## config.mk

```make
export PLATFORM = sky130hd
export DESIGN_NAME = control_pipeline_unit
export DESIGN_NICKNAME = d
export VERILOG_FILES = /design/src/rtl/ctrl_pkg.sv /design/src/rtl/ctrl_decode.sv /design/src/rtl/control_pipeline_unit.sv
export SDC_FILE = /design/constraint.sdc
export NUM_CORES = 1
export LEC_CHECK = 0
export ABC_AREA = 1
export BUFFER_PORTS_ARGS = -buffer_cell sky130_fd_sc_hd__buf_2
export CORE_UTILIZATION = 45
export DETAILED_ROUTE_END_ITERATION = 8
export PLACE_DENSITY = 0.85
export SETUP_SLACK_MARGIN = 0.15
export SLEW_MARGIN = 20
export SYNTH_ARGS = -nofsm -noshare
export SYNTH_HDL_FRONTEND = slang
export SYNTH_SLANG_ARGS = --single-unit
```

## constraint.sdc

```tcl
create_clock -name clk -period 1.4 [get_ports clk]
set_input_delay 0.28 -clock clk [delete_from_list [all_inputs] [get_ports clk]]
set_output_delay 0.28 -clock clk [all_outputs]
set_load 0.03 [all_outputs]
```

## src/rtl/ctrl_pkg.sv

```systemverilog
// Shared types for the ID-stage control pipeline: opcode map, ALU/ri encodings,
// and the per-stage control bundles, whose all-zero value is a bubble.
package ctrl_pkg;

    localparam int OP_W    = 4;
    localparam int REG_AW  = 4;
    localparam int ALUOP_W = 3;

    typedef enum logic [OP_W-1:0] {
        OP_SUB  = 4'h0, OP_ADD = 4'h1, OP_LSL = 4'h2, OP_NEG = 4'h3,
        OP_BEQ  = 4'h4, OP_BGT = 4'h5, OP_BLT = 4'h6, OP_B   = 4'h7,
        OP_MOVI = 4'h8, OP_LDR = 4'h9, OP_STR = 4'hA, OP_CMP = 4'hB,
        OP_MOVR = 4'hC
    } opcode_e;

    localparam logic [ALUOP_W-1:0] ALU_SUB = 3'b000;
    localparam logic [ALUOP_W-1:0] ALU_ADD = 3'b001;
    localparam logic [ALUOP_W-1:0] ALU_LSL = 3'b010;
    localparam logic [ALUOP_W-1:0] ALU_NEG = 3'b011;
    localparam logic [ALUOP_W-1:0] ALU_MEM = 3'b100;
    localparam logic [ALUOP_W-1:0] ALU_CMP = 3'b101;

    localparam logic [1:0] RI_UNARY = 2'b00;
    localparam logic [1:0] RI_RR    = 2'b01;
    localparam logic [1:0] RI_IMM   = 2'b10;
    localparam logic [1:0] RI_SH_BR = 2'b11;

    typedef struct packed {
        logic               valid;
        logic [ALUOP_W-1:0] aluop;
        logic [1:0]         ri;
        logic               alu_mux;
        logic               alu_mux1;
        logic               branch;
        logic [1:0]         br_type;
        logic [REG_AW-1:0]  rd;
    } ex_ctrl_t;

    typedef struct packed {
        logic              valid;
        logic              wme;
        logic              mm;
        logic              am;
        logic              wm;
        logic              is_load;
        logic [REG_AW-1:0] rd;
    } mem_ctrl_t;

    typedef struct packed {
        logic              valid;
        logic              wre;
        logic              wbs;
        logic              rde;
        logic [REG_AW-1:0] rd;
    } wb_ctrl_t;

    localparam ex_ctrl_t  EX_BUBBLE  = '0;
    localparam mem_ctrl_t MEM_BUBBLE = '0;
    localparam wb_ctrl_t  WB_BUBBLE  = '0;

endpackage

```

## src/rtl/ctrl_decode.sv

```systemverilog
// Combinational opcode decoder: ID instruction -> EX/MEM/WB control bundles
// plus source-register usage; invalid or unassigned opcodes yield bubbles.
module ctrl_decode
    import ctrl_pkg::*;
(
    input  logic              valid,
    input  logic [OP_W-1:0]   opcode,
    input  logic [REG_AW-1:0] rd,
    output ex_ctrl_t          ex,
    output mem_ctrl_t         mem,
    output wb_ctrl_t          wb,
    output logic              rs1_used,
    output logic              rs2_used,
    output logic              illegal
);

    logic assigned;

    always_comb begin
        ex          = EX_BUBBLE;
        mem         = MEM_BUBBLE;
        wb          = WB_BUBBLE;
        assigned    = 1'b1;
        rs1_used    = 1'b1;
        rs2_used    = 1'b0;
        ex.valid    = 1'b1;
        ex.alu_mux1 = 1'b1;
        ex.rd       = rd;
        mem.valid   = 1'b1;
        mem.rd      = rd;
        wb.valid    = 1'b1;
        wb.wre      = 1'b1;
        wb.wbs      = 1'b1;
        wb.rd       = rd;
        case (opcode_e'(opcode))
            OP_SUB: begin ex.aluop = ALU_SUB; ex.ri = RI_RR; rs2_used = 1'b1; end
            OP_ADD: begin ex.aluop = ALU_ADD; ex.ri = RI_RR; rs2_used = 1'b1; end
            OP_LSL: begin ex.aluop = ALU_LSL; ex.ri = RI_SH_BR; end
            OP_NEG, OP_MOVR: begin ex.aluop = ALU_NEG; ex.ri = RI_UNARY; end
            OP_BEQ, OP_BGT, OP_BLT, OP_B: begin
                ex.ri      = RI_SH_BR;
                ex.branch  = 1'b1;
                ex.br_type = opcode[1:0];
                wb.wre     = 1'b0;
                rs1_used   = (opcode_e'(opcode) != OP_B);
            end
            OP_MOVI: begin ex.ri = RI_IMM; mem.am = 1'b1; rs1_used = 1'b0; end
            OP_LDR: begin
                ex.aluop    = ALU_MEM;
                ex.ri       = RI_IMM;
                mem.wm      = 1'b1;
                mem.is_load = 1'b1;
                wb.wbs      = 1'b0;
            end
            OP_STR: begin
                ex.aluop = ALU_MEM;
                ex.ri    = RI_IMM;
                mem.wme  = 1'b1;
                mem.am   = 1'b1;
                wb.rde   = 1'b1;
                rs2_used = 1'b1;
            end
            OP_CMP: begin ex.aluop = ALU_CMP; ex.ri = RI_UNARY; rs2_used = 1'b1; end
            default: assigned = 1'b0;
        endcase
        illegal = valid & ~assigned;
        if (!(valid && assigned)) begin
            ex       = EX_BUBBLE;
            mem      = MEM_BUBBLE;
            wb       = WB_BUBBLE;
            rs1_used = 1'b0;
            rs2_used = 1'b0;
        end
    end

endmodule

```

## src/rtl/control_pipeline_unit.sv

```systemverilog
// ID-stage control pipeline: decode, ID/EX, EX/MEM, MEM/WB control registers,
// load-use hazard, flush and external stall. CTRL_ILLEGAL_TRAP_EN adds a sticky illegal-opcode flag.
module control_pipeline_unit
    import ctrl_pkg::*;
(
    input  logic               clk,
    input  logic               rst,
    input  logic               id_valid,
    input  logic [OP_W-1:0]    id_opcode,
    input  logic [REG_AW-1:0]  id_rs1,
    input  logic [REG_AW-1:0]  id_rs2,
    input  logic [REG_AW-1:0]  id_rd,
    input  logic               ex_flush,
    input  logic               stall_ext,
    output logic               hazard_stall,
    output logic               ex_valid,
    output logic [ALUOP_W-1:0] ex_aluop,
    output logic [1:0]         ex_ri,
    output logic               ex_alu_mux,
    output logic               ex_alu_mux1,
    output logic               ex_branch,
    output logic [1:0]         ex_br_type,
    output logic [REG_AW-1:0]  ex_rd,
    output logic               mem_valid,
    output logic               mem_wme,
    output logic               mem_mm,
    output logic               mem_am,
    output logic               mem_wm,
    output logic               mem_is_load,
    output logic [REG_AW-1:0]  mem_rd,
    output logic               wb_valid,
    output logic               wb_wre,
    output logic               wb_wbs,
    output logic               wb_rde,
    output logic [REG_AW-1:0]  wb_rd
`ifdef CTRL_ILLEGAL_TRAP_EN
    ,
    input  logic               illegal_clr,
    output logic               illegal_op
`endif
);

    ex_ctrl_t  dec_ex,  ex_q;
    mem_ctrl_t dec_mem, ex_mem_q, mem_q;
    wb_ctrl_t  dec_wb,  ex_wb_q,  mem_wb_q, wb_q;
    logic      rs1_used, rs2_used, dec_illegal, load_use;

    ctrl_decode u_dec (
        .valid    (id_valid),
        .opcode   (id_opcode),
        .rd       (id_rd),
        .ex       (dec_ex),
        .mem      (dec_mem),
        .wb       (dec_wb),
        .rs1_used (rs1_used),
        .rs2_used (rs2_used),
        .illegal  (dec_illegal)
    );

    assign load_use = id_valid & ex_q.valid & ex_mem_q.is_load &
                      ((rs1_used & (id_rs1 == ex_q.rd)) | (rs2_used & (id_rs2 == ex_q.rd)));
    // PC is already frozen by stall_ext, and a flush discards the ID instruction anyway.
    assign hazard_stall = load_use & ~stall_ext & ~ex_flush;

    always_ff @(posedge clk) begin
        if (rst) begin
            ex_q     <= EX_BUBBLE;
            ex_mem_q <= MEM_BUBBLE;
            ex_wb_q  <= WB_BUBBLE;
            mem_q    <= MEM_BUBBLE;
            mem_wb_q <= WB_BUBBLE;
            wb_q     <= WB_BUBBLE;
        end else if (!stall_ext) begin
            mem_q    <= ex_mem_q;
            mem_wb_q <= ex_wb_q;
            wb_q     <= mem_wb_q;
            if (ex_flush || load_use) begin
                ex_q     <= EX_BUBBLE;
                ex_mem_q <= MEM_BUBBLE;
                ex_wb_q  <= WB_BUBBLE;
            end else begin
                ex_q     <= dec_ex;
                ex_mem_q <= dec_mem;
                ex_wb_q  <= dec_wb;
            end
        end
    end

`ifdef CTRL_ILLEGAL_TRAP_EN
    always_ff @(posedge clk) begin
        if (rst)                                       illegal_op <= 1'b0;
        else if (dec_illegal && !stall_ext && !ex_flush) illegal_op <= 1'b1;
        else if (illegal_clr)                          illegal_op <= 1'b0;
    end
`else
    logic unused_illegal;
    assign unused_illegal = dec_illegal;
`endif

    assign ex_valid    = ex_q.valid;
    assign ex_aluop    = ex_q.aluop;
    assign ex_ri       = ex_q.ri;
    assign ex_alu_mux  = ex_q.alu_mux;
    assign ex_alu_mux1 = ex_q.alu_mux1;
    assign ex_branch   = ex_q.branch;
    assign ex_br_type  = ex_q.br_type;
    assign ex_rd       = ex_q.rd;
    assign mem_valid   = mem_q.valid;
    assign mem_wme     = mem_q.wme;
    assign mem_mm      = mem_q.mm;
    assign mem_am      = mem_q.am;
    assign mem_wm      = mem_q.wm;
    assign mem_is_load = mem_q.is_load;
    assign mem_rd      = mem_q.rd;
    assign wb_valid    = wb_q.valid;
    assign wb_wre      = wb_q.wre;
    assign wb_wbs      = wb_q.wbs;
    assign wb_rde      = wb_q.rde;
    assign wb_rd       = wb_q.rd;

endmodule

```

* Word-level counts from Yosys, hierarchy flattened
Index checks and enable logic that the tools add are counted.
** Operators by class
- $mul :: 0
- Bitwise gates (word level) :: 10
- Divide/modulo/power cells :: 0
- Shift operators :: 0
- $add $sub $neg :: 0
- Reductions and logical operators :: 12
- Muxes and demuxes :: 19
- Magnitude comparators :: 0
- Eq/ne operators :: 15
** Operators with widths (number)
- two-way mux 15 bit :: 2
- equality test 4 bit (second input constant) :: 5
- two-way mux 10 bit :: 2
- equality test 4 x 3 -> 1 bit (second input constant) :: 4
- two-way mux 8 bit :: 2
- one-hot mux 3 bit (5 select lines) :: 1
- OR reduction 13 bit :: 1
- equality test 4 x 2 -> 1 bit (second input constant) :: 2
- equality test 4 bit :: 2
- two-way mux 1 bit :: 8
- OR reduction 2 bit :: 4
- OR reduction 4 bit :: 2
- AND 1 bit :: 7
- one-hot mux 2 bit (3 select lines) :: 1
- OR reduction 5 bit :: 1
- equality test 4 x 1 -> 1 bit (second input constant) :: 1
- zero test 4 bit :: 1
- != test 4 x 3 -> 1 bit (second input constant) :: 1
- two-way mux 3 bit :: 1
- OR reduction 3 bit :: 1
- two-way mux 2 bit :: 1
- NOT 1 bit :: 2
- one-hot mux 1 bit (2 select lines) :: 1
- logical AND 1 bit :: 1
- 2 further kinds :: 2
** Storage, ports and cells
- RAM bits :: 0
- Bits in read-only memories :: 0
- Flip-flop bits (word level) :: 59
- Output and inout port bits :: 34
- Input bits :: 21
- Word-level logic and storage cells :: 93
- Memories :: 0
- Latch bits :: 0

* Depth between registers and ports, before layout
- Depth after elaboration :: 10
- Depth in mapped cells :: 10
- Gate-level depth less buffers :: 9

* Cells and area by module
From an unflattened synthesis, not the netlist that was laid out.
** Second synthesis, totals
- Cell total of the unflattened synthesis :: 373
- Area, all modules :: 2638.8 sq um
** Modules (own cells, without submodules)
- control_pipeline_unit :: sequential area each 1181.1 sq um, area each 2260.9 sq um, cells each 298, times used 1
- ctrl_decode :: sequential area each 0.0 sq um, area each 377.9 sq um, cells each 75, times used 1

* Least setup slack after synthesis
No wires, ideal clock.
- Path type :: register to output
- Start point :: register ex_q (netlist bit ex_valid)
- End point :: output hazard_stall
- Setup slack :: -0.565 ns
- Data arrival time :: 1.685 ns
- Cell stages (with the launch flop) :: 6
- Required time :: 1.120 ns
- Buffers on the path :: 1
- Cell sequence :: dfxtp_1 -> nand2_1 -> nor2_2 -> nand2_4 -> buf_6 -> nor3_1
** On the way
- Longest elaborated chain between the ends :: 5
** RTL lines
- start: declaration :: RTL line control_pipeline_unit.sv:43 : ex_ctrl_t dec_ex, ex_q;
- start signal: assignment :: RTL line control_pipeline_unit.sv:67 : ex_q <= EX_BUBBLE;
- start signal: assignment :: RTL line control_pipeline_unit.sv:78 : ex_q <= EX_BUBBLE;
- start signal: assignment :: RTL line control_pipeline_unit.sv:82 : ex_q <= dec_ex;
- AND 1 bit (3 in a row) :: RTL line control_pipeline_unit.sv:60 : assign load_use = id_valid & ex_q.valid & ex_mem_q.is_load &
- AND 1 bit (2 in a row) :: RTL line control_pipeline_unit.sv:63 : assign hazard_stall = load_use & ~stall_ext & ~ex_flush;
- end: declaration :: RTL line control_pipeline_unit.sv:15 : output logic hazard_stall,
No other way between the ends.

* Worst setup path after layout
- Start point :: register ex_q (netlist bit ex_rd[1])
- End point :: output hazard_stall
** On the way
- Longest elaborated chain between the ends :: 6
- Elaborated cells on any way between the ends :: 8
- Classes of those cells :: 2 x eq/ne; 6 x bitwise
** RTL lines
- equality test 4 bit :: RTL line control_pipeline_unit.sv:61 : ((rs1_used & (id_rs1 == ex_q.rd)) | (rs2_used & (id_rs2 == ex_q.rd)));
- AND 1 bit :: RTL line control_pipeline_unit.sv:61
- bitwise OR 1 bit * :: RTL line control_pipeline_unit.sv:61
- AND 1 bit * :: RTL line control_pipeline_unit.sv:60
- AND 1 bit * (2 in a row) :: RTL line control_pipeline_unit.sv:63
Mark *: on every way between the ends. The rest lies on a longest branch, timed or not.

==> reports/metrics.cfg <==
[logic_synthesis]
muxShareOfSynthArea=0
synth-adder-area-share=0
synthXorXnorAreaFrac=0
ys_types=24
yosysWarnings=0
synth_top_family_by_area=simple AND/OR/NAND/NOR gates
postSynthAreaPerCell_sq_um=6.938
ys_seq_elements=36
syn-cell-area_sq_um=1707
synth_compound_area_frac=0.1371
synthSimpleGateAreaFrac=0.3035
netlist_instances=246
ys_seq_area_frac=0.4223

[drt]
vias=1759
antenna_left=0
wl_per_cell_um=11.97
drc=0
dr.pass1.iters=4
wl_um=4274
first_iter_violations=96
avgViaCountPerCell=4.927

[clock_tree]
tritoncts=done
postCtsHoldBufs=0
path_clk_slew_ps=70
numCtsBuffers=5
clock_path_buffers=2
root_buffer=clkbuf_8
h-tree-depth=2
cts.sinks=36
worstSkewPairLatency_ps=290

[floorplanning]
die_w_um=63.59
die-area_sq_um=4043
fp.dieH_um=63.59
core-area_sq_um=3661
start_util=0.4662
rows=22
io_pins=55

[critical_path]
worstPathArrival_ps=1460
critPathLaunchType=flop
critPathMaxFanout=5
cp-end-kind=output port
path_class=reg -> out
required_ps=1120

[timing]
setup-tns-final_ps=-3196
period_share=1.243
post-route-min-period_ps=1740
rsz0062_at_grt=true
setup_ws_ps=-340.2
setup_viol=19
drv_slew=0
hold-worst-slack_ps=233.9
final_hold_viol_count=0
skew_ps=1.524
fmax_mhz=574.6

[pwr]
p_switching_uw=588.9
p_clk_frac=0.418
power.static_leakage_nw=1.129
peakVddDrop_v=0.0004133
comb_power_share=0.138
pwr-share-seq=0.444
powerDensity_nw_per_um2=965.7
internal_power_mw=1.790
swShare=0.2475

[placement]
place.gp.congestion=0.8712
dpl.hpwl_um=2761
place_inst=344
post-place-ws_ps=-285.8
port_buffers=52
placed_cell_area_sq_um=2082

[min_path]
hold_class=in -> reg

[global_routing]
grt-ovfl-total=0
grt_pass1_vias=1464
grt_usage=0.2059
grt_pass1_wl_um=6479
antenna_found_initial=0
grt_max_degree=28

[outcome]
violations=negative setup slack
status=finished with violations

[run]
cap_violations=0

[finish]
nFillCells=304
layout.nets=329
final_common_cell=nand2_1
area_delta_synth_final_pct=44.35
final_area_sq_um=2464
layout_common_cells=nand2_1, buf_2, dfxtp_1, a21oi_1, buf_4
n_antenna_cell=0
fin_cells=357
drive_gt1_frac=0.4175

[final cells by class]
type	count	area, sq um	share of cell area
Multi-Input combinational cell	166	907.1	0.3682
Sequential cell	36	732.0	0.2971
Timing Repair Buffer	78	559.3	0.2270
Clock buffer	7	96.34	0.03911
Inverter	21	78.83	0.03200
Tap cell	48	60.06	0.02438
Clock inverter	1	30.03	0.01219
[cells in the mapped netlist (all sizes together)]
library cell / instances / area [sq um]
dfxtp: 36 / 720.7
nand3: 14 / 70.07
a21oi: 32 / 160.2
a211oi: 4 / 30.03
nor3: 2 / 21.27
nand2: 87 / 336.6
nor2: 15 / 58.81
conb: 1 / 3.750
inv: 21 / 78.82
nand4: 5 / 31.28
a32o: 1 / 10.01
clkbuf: 6 / 22.52
o21a: 1 / 7.510
buf: 18 / 128.9
o21ai: 3 / 26.28
[metrics by stage]
stage	util	power (mW)
5_1_grt	0.6729	2.469
3_5_place_dp	0.5687	1.380
6_report	0.6729	2.379
3_3_place_gp	0.5687	1.375
2_1_floorplan	-	1.275
4_1_cts	0.6247	2.366
[timing repair]
item                       4_1_cts  5_1_grt
hold endpoints to repair         0        0
gates resized for setup         10       29
setup buffers                    1        1
cloned                           1        2
pin swaps                        5        5
setup endpoints to repair       19       20
[cell families (layout without fill, tap and decap cells)]
kind of cell	Yosys count	count (layout)
and+or+nand+nor	123	123
buffers and inverters	45	107
AOI/OAI and AO/OA	41	41
DFF	36	36
other	1	2
[power by group through the flow]
stage | clock (mW) | sequential [mW] | combinational [mW]
after detailed placement | 0 | 1.08 | 0.296
after CTS | 1.00 | 1.06 | 0.303
after floorplan | 0 | 1.10 | 0.175
after global placement | 0 | 1.08 | 0.292
after global routing | 1.05 | 1.06 | 0.356
final | 0.995 | 1.06 | 0.328
[flip-flops by register name (all words and copies together) (netlist names)]
register    flops
wb_valid        1
mem_valid       1
wb_rde          1
mem_wme         1
ex_mem_q        3
ex_branch       1
ex_br_type      2
ex_aluop        3
ex_wb_q         2
mem_wm          1
mem_rd          4
wb_wbs          1
mem_wb_q        2
ex_ri           2
ex_valid        1
mem_am          1
wb_rd           4
wb_wre          1
ex_rd           4
[critical path: stages, from the launching register on]
cell and delay [ps]:
dfxtp_4 370, inv_2 40, nand2_1 50, nand2_1 60, nor2_2 130, nand3_1 100, nand2_2 100, nand2_4 60
nor3_4 110, buf_6 150
[final timing paths]
kind                        to  depth (start not counted)  slack (ps)        start
setup / recovery  hazard_stall                          9        -340     ex_rd[1]
hold / removal        ex_rd[1]                          3         230     id_rd[1]
setup reg to reg   ex_mem_q[6]                         12        -230     ex_rd[1]
hold reg to reg         wb_wre                          2         460  mem_wb_q[6]
[layer usage]
layer / global-route usage / vias up / wire [um]
li1: - / 896 / -
met1: 0.2659 / 804 / 1958
met5: 0 / - / 0
met4: 0.07386 / 0 / 69
met3: 0.05254 / 7 / 226
met2: 0.3285 / 52 / 2020
No activity file was read; power rests on OpenSTA's default activity.
